===== src/rtl/tank_pkg.sv =====
// Shared types and screen/tank geometry for the tank game, plus the bullet
// spawn helper used by the bullet engine.
package tank_pkg;

  localparam int unsigned H_ACTIVE  = 640;
  localparam int unsigned V_ACTIVE  = 480;
  localparam int unsigned TANK_SIZE = 32;
  localparam int unsigned TILE_SIZE = 32;

  typedef enum logic [1:0] {
    DIR_UP    = 2'd0,
    DIR_RIGHT = 2'd1,
    DIR_DOWN  = 2'd2,
    DIR_LEFT  = 2'd3
  } dir_e;

  typedef enum logic [1:0] {
    ST_IDLE   = 2'd0,
    ST_FLYING = 2'd1,
    ST_IMPACT = 2'd2,
    ST_RELOAD = 2'd3
  } bullet_state_e;

  typedef struct packed {
    logic [9:0] x;
    logic [9:0] y;
    logic       oob;
  } spawn_t;

  // Bullet is centred on the tank edge it leaves from; oob flags underflow or off-screen.
  function automatic spawn_t bullet_spawn(input logic [9:0]  tx,
                                          input logic [9:0]  ty,
                                          input dir_e        d,
                                          input logic [10:0] bsize);
    logic [10:0] x11;
    logic [10:0] y11;
    logic [10:0] sx;
    logic [10:0] sy;
    logic [10:0] centre;
    logic [10:0] tank;
    logic        under;
    spawn_t      res;
    x11    = {1'b0, tx};
    y11    = {1'b0, ty};
    tank   = 11'(TANK_SIZE);
    centre = (tank - bsize) >> 1;
    sx     = x11;
    sy     = y11;
    under  = 1'b0;
    case (d)
      DIR_UP: begin
        sx    = x11 + centre;
        sy    = y11 - bsize;
        under = (y11 < bsize);
      end
      DIR_DOWN: begin
        sx = x11 + centre;
        sy = y11 + tank;
      end
      DIR_LEFT: begin
        sx    = x11 - bsize;
        sy    = y11 + centre;
        under = (x11 < bsize);
      end
      DIR_RIGHT: begin
        sx = x11 + tank;
        sy = y11 + centre;
      end
      default: begin
        under = 1'b1;
      end
    endcase
    res.x   = sx[9:0];
    res.y   = sy[9:0];
    res.oob = under || (sx > (11'(H_ACTIVE) - bsize)) || (sy > (11'(V_ACTIVE) - bsize));
    return res;
  endfunction

endpackage


===== src/rtl/bullet_box_hit.sv =====
// Square-box membership test for a pixel; shared by bullet and sprite logic.
// Sums are 11 bits wide so a box touching the right/bottom edge never wraps.
module bullet_box_hit (
  input  logic [9:0]  bx,
  input  logic [9:0]  by,
  input  logic [9:0]  hpos,
  input  logic [9:0]  vpos,
  input  logic [10:0] size,
  output logic        in_box
);

  logic [10:0] h11_s;
  logic [10:0] v11_s;
  logic [10:0] bx11_s;
  logic [10:0] by11_s;

  assign h11_s  = {1'b0, hpos};
  assign v11_s  = {1'b0, vpos};
  assign bx11_s = {1'b0, bx};
  assign by11_s = {1'b0, by};

  assign in_box = (h11_s >= bx11_s) && (h11_s < (bx11_s + size)) &&
                  (v11_s >= by11_s) && (v11_s < (by11_s + size));

endmodule


===== src/rtl/bullet_ctrl.sv =====
// Single-bullet engine for one tank: spawn, per-frame motion, hard-block hit
// detection during the scan, one-frame map clear strobe, and reload cooldown.
module bullet_ctrl
  import tank_pkg::*;
#(
  parameter int unsigned BULLET_SIZE     = 4,
  parameter int unsigned SPEED           = 4,
  parameter int unsigned COOLDOWN_FRAMES = 8
) (
  input  logic       clk_i,
  input  logic       reset_ni,
  input  logic       display_enable_i,
  input  logic [9:0] hpos_i,
  input  logic [9:0] vpos_i,
  input  logic       all_hard_block_i,
  input  logic       fire_i,
  input  logic [9:0] tank_x_i,
  input  logic [9:0] tank_y_i,
  input  logic [1:0] tank_dir_i,
  output logic       bullet_pixel_o,
  output logic       bullet_collide_o,
  output logic       bullet_active_o
);

  localparam int unsigned CNT_W = (COOLDOWN_FRAMES > 1) ? $clog2(COOLDOWN_FRAMES) : 1;
  localparam logic [10:0] SIZE_C  = 11'(BULLET_SIZE);
  localparam logic [10:0] SPEED_C = 11'(SPEED);
  localparam logic [10:0] X_MAX_C = 11'(H_ACTIVE - BULLET_SIZE);
  localparam logic [10:0] Y_MAX_C = 11'(V_ACTIVE - BULLET_SIZE);
  localparam logic [CNT_W-1:0] COOL_LOAD_C = CNT_W'(COOLDOWN_FRAMES - 1);
  localparam logic [CNT_W-1:0] COOL_ZERO_C = CNT_W'(0);

  bullet_state_e    state_r, state_s;
  logic [9:0]       bx_r, bx_s;
  logic [9:0]       by_r, by_s;
  dir_e             dir_r, dir_s;
  logic             hit_flag_r, hit_flag_s;
  logic [CNT_W-1:0] cool_cnt_r, cool_cnt_s;

  logic             frame_end_s;
  logic             box_hit_s;
  logic             in_box_s;
  logic             hit_now_s;
  spawn_t           spawn_s;
  logic [10:0]      mv_x_s;
  logic [10:0]      mv_y_s;
  logic             mv_oob_s;

  bullet_box_hit u_box (
    .bx     (bx_r),
    .by     (by_r),
    .hpos   (hpos_i),
    .vpos   (vpos_i),
    .size   (SIZE_C),
    .in_box (box_hit_s)
  );

  assign frame_end_s = display_enable_i && (hpos_i == 10'(H_ACTIVE - 1)) &&
                       (vpos_i == 10'(V_ACTIVE - 1));
  assign in_box_s    = display_enable_i && box_hit_s;
  assign hit_now_s   = in_box_s && all_hard_block_i;
  assign spawn_s     = bullet_spawn(tank_x_i, tank_y_i, dir_e'(tank_dir_i), SIZE_C);

  // Candidate position one step along the latched direction, with bounds check.
  always_comb begin
    mv_x_s   = {1'b0, bx_r};
    mv_y_s   = {1'b0, by_r};
    mv_oob_s = 1'b0;
    case (dir_r)
      DIR_UP: begin
        mv_y_s   = {1'b0, by_r} - SPEED_C;
        mv_oob_s = ({1'b0, by_r} < SPEED_C);
      end
      DIR_DOWN:  mv_y_s = {1'b0, by_r} + SPEED_C;
      DIR_LEFT: begin
        mv_x_s   = {1'b0, bx_r} - SPEED_C;
        mv_oob_s = ({1'b0, bx_r} < SPEED_C);
      end
      DIR_RIGHT: mv_x_s = {1'b0, bx_r} + SPEED_C;
      default:   mv_oob_s = 1'b1;
    endcase
    mv_oob_s = mv_oob_s || (mv_x_s > X_MAX_C) || (mv_y_s > Y_MAX_C);
  end

  // Next-state and datapath updates for the bullet FSM.
  always_comb begin
    state_s    = state_r;
    bx_s       = bx_r;
    by_s       = by_r;
    dir_s      = dir_r;
    hit_flag_s = hit_flag_r;
    cool_cnt_s = cool_cnt_r;
    case (state_r)
      ST_IDLE: begin
        if (fire_i) begin
          dir_s      = dir_e'(tank_dir_i);
          hit_flag_s = 1'b0;
          if (spawn_s.oob) begin
            state_s    = ST_RELOAD;
            cool_cnt_s = COOL_LOAD_C;
          end else begin
            state_s = ST_FLYING;
            bx_s    = spawn_s.x;
            by_s    = spawn_s.y;
          end
        end else begin
          state_s = ST_IDLE;
        end
      end
      ST_FLYING: begin
        if (frame_end_s) begin
          hit_flag_s = 1'b0;
          if (hit_flag_r || hit_now_s) begin
            state_s = ST_IMPACT;
          end else if (mv_oob_s) begin
            state_s    = ST_RELOAD;
            cool_cnt_s = COOL_LOAD_C;
          end else begin
            bx_s = mv_x_s[9:0];
            by_s = mv_y_s[9:0];
          end
        end else begin
          hit_flag_s = hit_flag_r || hit_now_s;
        end
      end
      ST_IMPACT: begin
        if (frame_end_s) begin
          state_s    = ST_RELOAD;
          cool_cnt_s = COOL_LOAD_C;
        end else begin
          state_s = ST_IMPACT;
        end
      end
      ST_RELOAD: begin
        if (frame_end_s) begin
          if (cool_cnt_r == COOL_ZERO_C) begin
            state_s = ST_IDLE;
          end else begin
            cool_cnt_s = cool_cnt_r - CNT_W'(1);
          end
        end else begin
          state_s = ST_RELOAD;
        end
      end
      default: state_s = ST_IDLE;
    endcase
  end

  // State and datapath registers.
  always_ff @(posedge clk_i or negedge reset_ni) begin
    if (!reset_ni) begin
      state_r    <= ST_IDLE;
      bx_r       <= 10'd0;
      by_r       <= 10'd0;
      dir_r      <= DIR_UP;
      hit_flag_r <= 1'b0;
      cool_cnt_r <= COOL_ZERO_C;
    end else begin
      state_r    <= state_s;
      bx_r       <= bx_s;
      by_r       <= by_s;
      dir_r      <= dir_s;
      hit_flag_r <= hit_flag_s;
      cool_cnt_r <= cool_cnt_s;
    end
  end

  // Outputs follow the live scan position so the map strobe has zero latency.
  assign bullet_pixel_o   = (state_r == ST_FLYING) && in_box_s;
  assign bullet_collide_o = (state_r == ST_IMPACT) && in_box_s;
  assign bullet_active_o  = (state_r != ST_IDLE);

endmodule

===== config.mk =====
export PLATFORM = sky130hd
export DESIGN_NAME = bullet_ctrl
export DESIGN_NICKNAME = d
export VERILOG_FILES = /design/src/rtl/tank_pkg.sv /design/src/rtl/bullet_box_hit.sv /design/src/rtl/bullet_ctrl.sv
export SDC_FILE = /design/constraint.sdc
export NUM_CORES = 1
export LEC_CHECK = 0
export ABC_AREA = 0
export BUFFER_PORTS_ARGS = -buffer_cell sky130_fd_sc_hd__buf_2
export CAP_MARGIN = 0
export CORE_ASPECT_RATIO = 0.7
export CORE_UTILIZATION = 65
export CTS_CLUSTER_DIAMETER = 150
export CTS_CLUSTER_SIZE = 24
export DETAILED_ROUTE_END_ITERATION = 6
export GPL_TIMING_DRIVEN = 0
export HOLD_SLACK_MARGIN = 0.08
export PLACE_DENSITY = 0.88
export SLEW_MARGIN = 20
export SYNTH_ARGS = -nofsm -noshare
export SYNTH_HDL_FRONTEND = slang
export SYNTH_HIERARCHICAL = 1
export SYNTH_SLANG_ARGS = --single-unit

===== constraint.sdc =====
create_clock -name clk_i -period 12.3 [get_ports clk_i]
set_input_delay 0.615 -clock clk_i [delete_from_list [all_inputs] [get_ports clk_i]]
set_output_delay 0.615 -clock clk_i [all_outputs]
set_load 0.05 [all_outputs]

==> Yosys cells after proc, flatten, opt, wreduce, memory -nomap -nowiden <==
Cells that the tools add are included.
W data, S select, Z words.
{ "word_totals": {"output_inout_bits": 3, "register_bits": 28, "inputBits": 47, "wordCells": 118} }
{ "classes": {"reduce_logical": 27, "order_cmp": 12, "eq_ne": 23, "muxes": 39, "n_addsub": 11} }
{ "op_table": {"columns": ["cell", "count"], "rows": [
  ["$mux W10", 10],
  ["$pmux W11 S3", 2],
  ["$pmux W11 S2", 2],
  ["$sub A10 B3 Y11 const B", 4],
  ["$lt A10 B3 Y1 const B", 4],
  ["$pmux W10 S2", 2],
  ["$mux W3", 8],
  ["$add A10 B3 Y11 const B", 2],
  ["$add A10 B4 Y11 const B", 2],
  ["$add A10 B6 Y11 const B", 2],
  ["$gt A11 B10 Y1 const B", 2],
  ["$gt A11 B9 Y1 const B", 2],
  ["$lt A10 B11 Y1", 2],
  ["$ge A10 B10 Y1", 2],
  ["$ne A2 B2 Y1 const B", 10],
  ["$mux W2", 7],
  ["$eq A2 B2 Y1 const B", 6],
  ["$pmux W3 S4", 1],
  ["$eq A10 B10 Y1 const B", 1],
  ["$eq A10 B9 Y1 const B", 1],
  ["$logic_and A1 B1 Y1", 9],
  ["$pmux W2 S4", 1],
  ["$reduce_and A8 Y1", 1],
  ["$eq A2 B1 Y1 const B", 3],
  ["12 further kinds", 26]
]} }

==> Longest topological paths before layout <==
{ "logic_depth": {"word_depth": 11, "mapped_depth": 21, "mapped_depth_nobuf": 19} }

==> Modules after synthesis <==
Netlist, hierarchy kept.
{ "modules_own_cells": {"columns": ["module", "cells_per_inst", "area_each_um2", "instances", "seq_area_each_um2"], "rows": [
  ["bullet_ctrl", 483, 3761.1, 1, 700.7],
  ["bullet_box_hit", 217, 1707.9, 1, 0.0]
]} }

==> Least setup slack after synthesis <==
No wires, ideal clock.
{ "synth_path": {"path_kind": "reg-to-reg", "startpoint": "reg by_r[4]", "endpoint": "reg bx_r[4]", "required_ns": 12.175, "path_stages_with_launch": 18, "setup_time_ns": 0.125, "period_less_slack_ns": 3.973, "arrival_time_ns": 3.848, "n_path_buf": 2, "setup_slack_ns": 8.327, "path_cell_list": "dfrtp_1 > ha_1 > nand2_1 > o21ai_0 > o41a_1 > o311a_1 > ha_1 > or2_2 > and4b_1 > a211oi_2 > a31o_2 > nor3_1 > a21oi_1 > nor3_1 > or2_1 > buf_6 > buf_12 > mux2_4"} }
{ "synth_between": {"elab_chain_cells": 8, "elab_cells_between_ends": 18, "classes_between": "add/sub (2); order compare (4); eq/ne (2); mux (2); reduce/logical (8)"} }
{ "synth_rtl": {"columns": ["item", "line", "text"], "rows": [
  ["start: declaration", "bullet_ctrl.sv:35", "logic [9:0] by_r, by_s;"],
  ["start signal: assignment", "bullet_ctrl.sv:161", "by_r <= by_s;"],
  ["$add A10 B3 Y11 or $ge A10 B10 Y1 (tied branches)", "bullet_box_hit.sv:23", "(v11_s >= by11_s) && (v11_s < (by11_s + size));"],
  ["$lt A10 B11 Y1 or $logic_and A1 B1 Y1 (tied branches)", "bullet_box_hit.sv:23, bullet_box_hit.sv:22", null],
  ["$logic_and A1 B1 Y1 (*)", "bullet_box_hit.sv:23", null],
  ["net box_hit_s", "bullet_ctrl.sv:41", "logic box_hit_s;"],
  ["$logic_and A1 B1 Y1 (*)", "bullet_ctrl.sv:60", "assign in_box_s = display_enable_i && box_hit_s;"],
  ["$logic_and A1 B1 Y1 (*)", "bullet_ctrl.sv:61", "assign hit_now_s = in_box_s && all_hard_block_i;"],
  ["$logic_or A1 B1 Y1 (*)", "bullet_ctrl.sv:113", "if (hit_flag_r || hit_now_s) begin"],
  ["$ne A2 B2 Y1 (no line) (*)", null, null],
  ["$reduce_and A6 Y1 (no line) (*)", null, null],
  ["end signal: assignment", "bullet_ctrl.sv:160", "bx_r <= bx_s;"],
  ["end: declaration", "bullet_ctrl.sv:34", "logic [9:0] bx_r, bx_s;"]
]} }
The timed path passes the listed nets; every way through them passes the cells marked *.
A chain may end at the register's enable or synchronous reset.

==> Worst setup path after layout <==
{ "layout_path": {"startpoint": "reg by_r[3]", "endpoint": "reg bx_r[5]"} }
The elaborated chain is that of the path after synthesis.

==> impl_results.md <==
* CP endpoint kind: register
* Placed Area at 0.00591 mm^2
* Outcome: complete, but fails checks
* Initial antenna violation count at 0
* Hold Fails Final Rpt at 0
* Avg Cell Area, Syn at a little under 8 um^2
* Mux cell area share after synthesis at 4.37%
* Tcrit/Tclk final at 39.9%
* GPL Wtd Cong at 1.08
* CTS Buf Count at 3
* Simple-gate share of the synthesized area at between 20% and 30%
* Clock skew at 0.00243 ns
* Peak supply drop at 0.145 mV
* Reg clk slew, reported paths at about 0.080 ns
* Synth top area cells: ha_1 (19%), dfrtp_1 (13%), inv_1 (4.0%)
* GR Util All Layers at between 30% and 40%
* Critical path class: register to register
* Die Area at 0.00879 mm^2
* Gr ovfl total at 0
* Mapped Area at 0.00547 mm^2
* Wire per inst at 17.9 um
* Total number of vias at 5837
* Count of pins over their slew limit at 0
* Crit path max fanout at 11
* Drt pass-1 iters at 7
* Post-synth top area share at approximately a fifth
* CTS sink cnt at 28
* Slowest cell on crit path: dfrtp_1
* Adder-cell share of the synthesized area at 19.5%
* Sequential fraction of the synthesis area at 12.8%
* Sum Neg Setup Slack at 0 ns
* Max-cap viol count at 0
* Synth cell count leaders: ha_1 (82), inv_1 (59), nor2_1 (45)
* Pwr dens at 212 mW/mm^2
* Worst path cell trace: ha_1 > nand2_1 > o21ai_0 > o41a_1 > xnor2_1 > ha_1 > nor2_1 > o21ai_0 > a21oi_1 > o21ai_0 > and4b_1 > a211oi_2 > a31o_2 > nor3_1 > a21oi_1 > nor3_1 > or2_1 > buf_6 > buf_12 > mux2_4
* Nets at 905
* Worst skew pair latency at 0.28 ns
* Hold_buf cts at 0
* RSZ-0062 raised after global routing: false
* I/O pin total at 50
* Area leader, netlist: ha_1
* Tightest Pin Transition at 0.680 ns
* RR Endpoint: bx_r[5]
* Most frequent cell after synthesis: ha_1
* Clk Tree Root Cell: clkbuf_16
* P&R area growth vs syn at 10.0%
* CTS resizes at 0
* R2R Setup Slk at 7.39 ns
* Fillers at 617
* Final HPWL DP at 12.3 mm
* Worst hold slack at 0.364 ns
* Die Y at 78.7 um
* Crit path depth at 20
* R2r startpoint: by_r[3]
* Synth warn at 6
* Placeable Area at 0.00801 mm^2
* Failing checks: DRC
* Most frequent CP cell: o21ai_0
* Total power at between 1000 and 1500 uW
* Reg area at 701 um^2
* Residual DRC at 6
* Cell Count Post-Placement at 870
* Largest net degree at the start of global routing at 29
* 1st-iter DRT viols at 726
* Synth Register Bits at 28
* Number of global-route vias before repair at 5211
* Synth Area in XOR/XNOR at 5.77%
* Compound-Gate Fraction of Synth Area at 26.7%
* Post-synth EDFFs at 0
* Main combinational cell family by area after synthesis: compound AO/OA/AOI/OAI gates
* Critical Path Start Type: register
* P_leak at 0.00276 uW
* H-tree Lvls at 1
* Post-synth ARST share at 100%
* Design area at 0.00602 mm^2
* First-pass GRT wire length at 25.2 mm
* Number of port buffers at 47
* Worst Hold Class: input pin to asynchronous set/reset pin
* Req. time, crit path at approximately 12 ns
* Synth Flop Type: dfrtp_1
* Multi-input logic area at 0.00444 mm^2
* Rel. slew slack at 54.7%
* Starting Density at between 60 and 70%
* Diodes inserted at 0
* Min Clock Period, post-route at 4.91 ns
* Cell count after synthesis at 700
* WP buf/inv at 2
* CTS max path bufs at 2
* Die Wd at 112 um
* Cell Rows at 27
* Post-route ant nets at 0
* CTS tree: done
* CP max stage delay at between 0.5 and 0.6 ns
* DRT Wirelength at 15.7 mm
* Arr. time, crit path at 5.08 ns
* Final setup violation count at 0
* Layout cells sized above 1 at 12.8%
* Setup Fix Bufs, Post-CTS at 0
* Max frequency at a little over 200 MHz
* Drt via density at around 6.7
* Distinct cell type count after synthesis at 89
* Largest delay contributor family on the critical path: compound AO/OA/AOI/OAI gates
* R2r worst-path depth at 20
* Filler-free cell count of the finished design at 874
==> area by class of cell <==
cell class | instances | area share (%)
inverter | 61 | 3.80
clock buffer | 3 | 1.25
multi-input combinational | 598 | 73.8
clock inverter | 1 | 0.499
timing repair buffer | 47 | 3.91
sequential | 28 | 11.6
tap | 101 | 2.10
buffer | 35 | 2.97
==> registers in the layout, summed over array words and instances (netlist names) <==
register	flops
bx_r	10
hit_flag_r	1
dir_r	2
state_r	2
by_r	10
cool_cnt_r	3
==> power breakdown <==
group,switching [uW],internal [uW]
Sequential,64.5,133
Clock,38.5,65.1
Combinational,572,405
==> routing by layer <==
| layer | part of all wire [%] | vias up | global-route usage (%) | routed length (um) |
|---|---|---|---|---|
| met5 | 0 | - | 0 | 0 |
| li1 | - | 2745 | - | - |
| met4 | 2.0 | 0 | 7.16 | 311 |
| met3 | 10 | 56 | 6.11 | 1610 |
| met1 | 44 | 2689 | 49.2 | 6920 |
| met2 | 44 | 347 | 57.5 | 6850 |
==> stage by stage <==
stage,setup WS [ns],util [%]
3_3_place_gp,7.69,73.9
5_1_grt,7.09,75.2
4_1_cts,7.57,75.2
3_5_place_dp,7.59,73.9
2_1_floorplan,8.33,-
6_report,7.39,75.2
==> worst max path at each step <==
stage / startpoint / slack, ns / to
finish: by_r[3] / 7.39 / bx_r[5]
global route: by_r[3] / 7.09 / bx_r[5]
CTS: by_r[3] / 7.57 / bx_r[5]
detailed placement: by_r[3] / 7.59 / bx_r[5]
global placement: by_r[3] / 7.69 / bx_r[6]
floorplan: by_r[4] / 8.33 / bx_r[4]
==> cell families after synthesis <==
family                   count (synthesis)
AO/OA/AOI/OAI                          204
XOR/XNOR                                36
adder cells (fa/ha/maj)                 84
buffers and inverters                   96
flip-flops                              28
multiplexers                            20
other                                    2
AND/OR/NAND/NOR                        230
==> layout by cell type (no fill, tap or decap), drive strengths merged, types with 23 or more instances in the layout <==
master,netlist,routed
nand2b,23,23
nand2,39,39
inv,61,61
ha,82,82
a21oi,34,34
o21ai,36,36
nor2,45,45
conb,2,24
dfrtp,28,28
buf,16,63
Note: power is estimated with default switching activity, not from simulation.
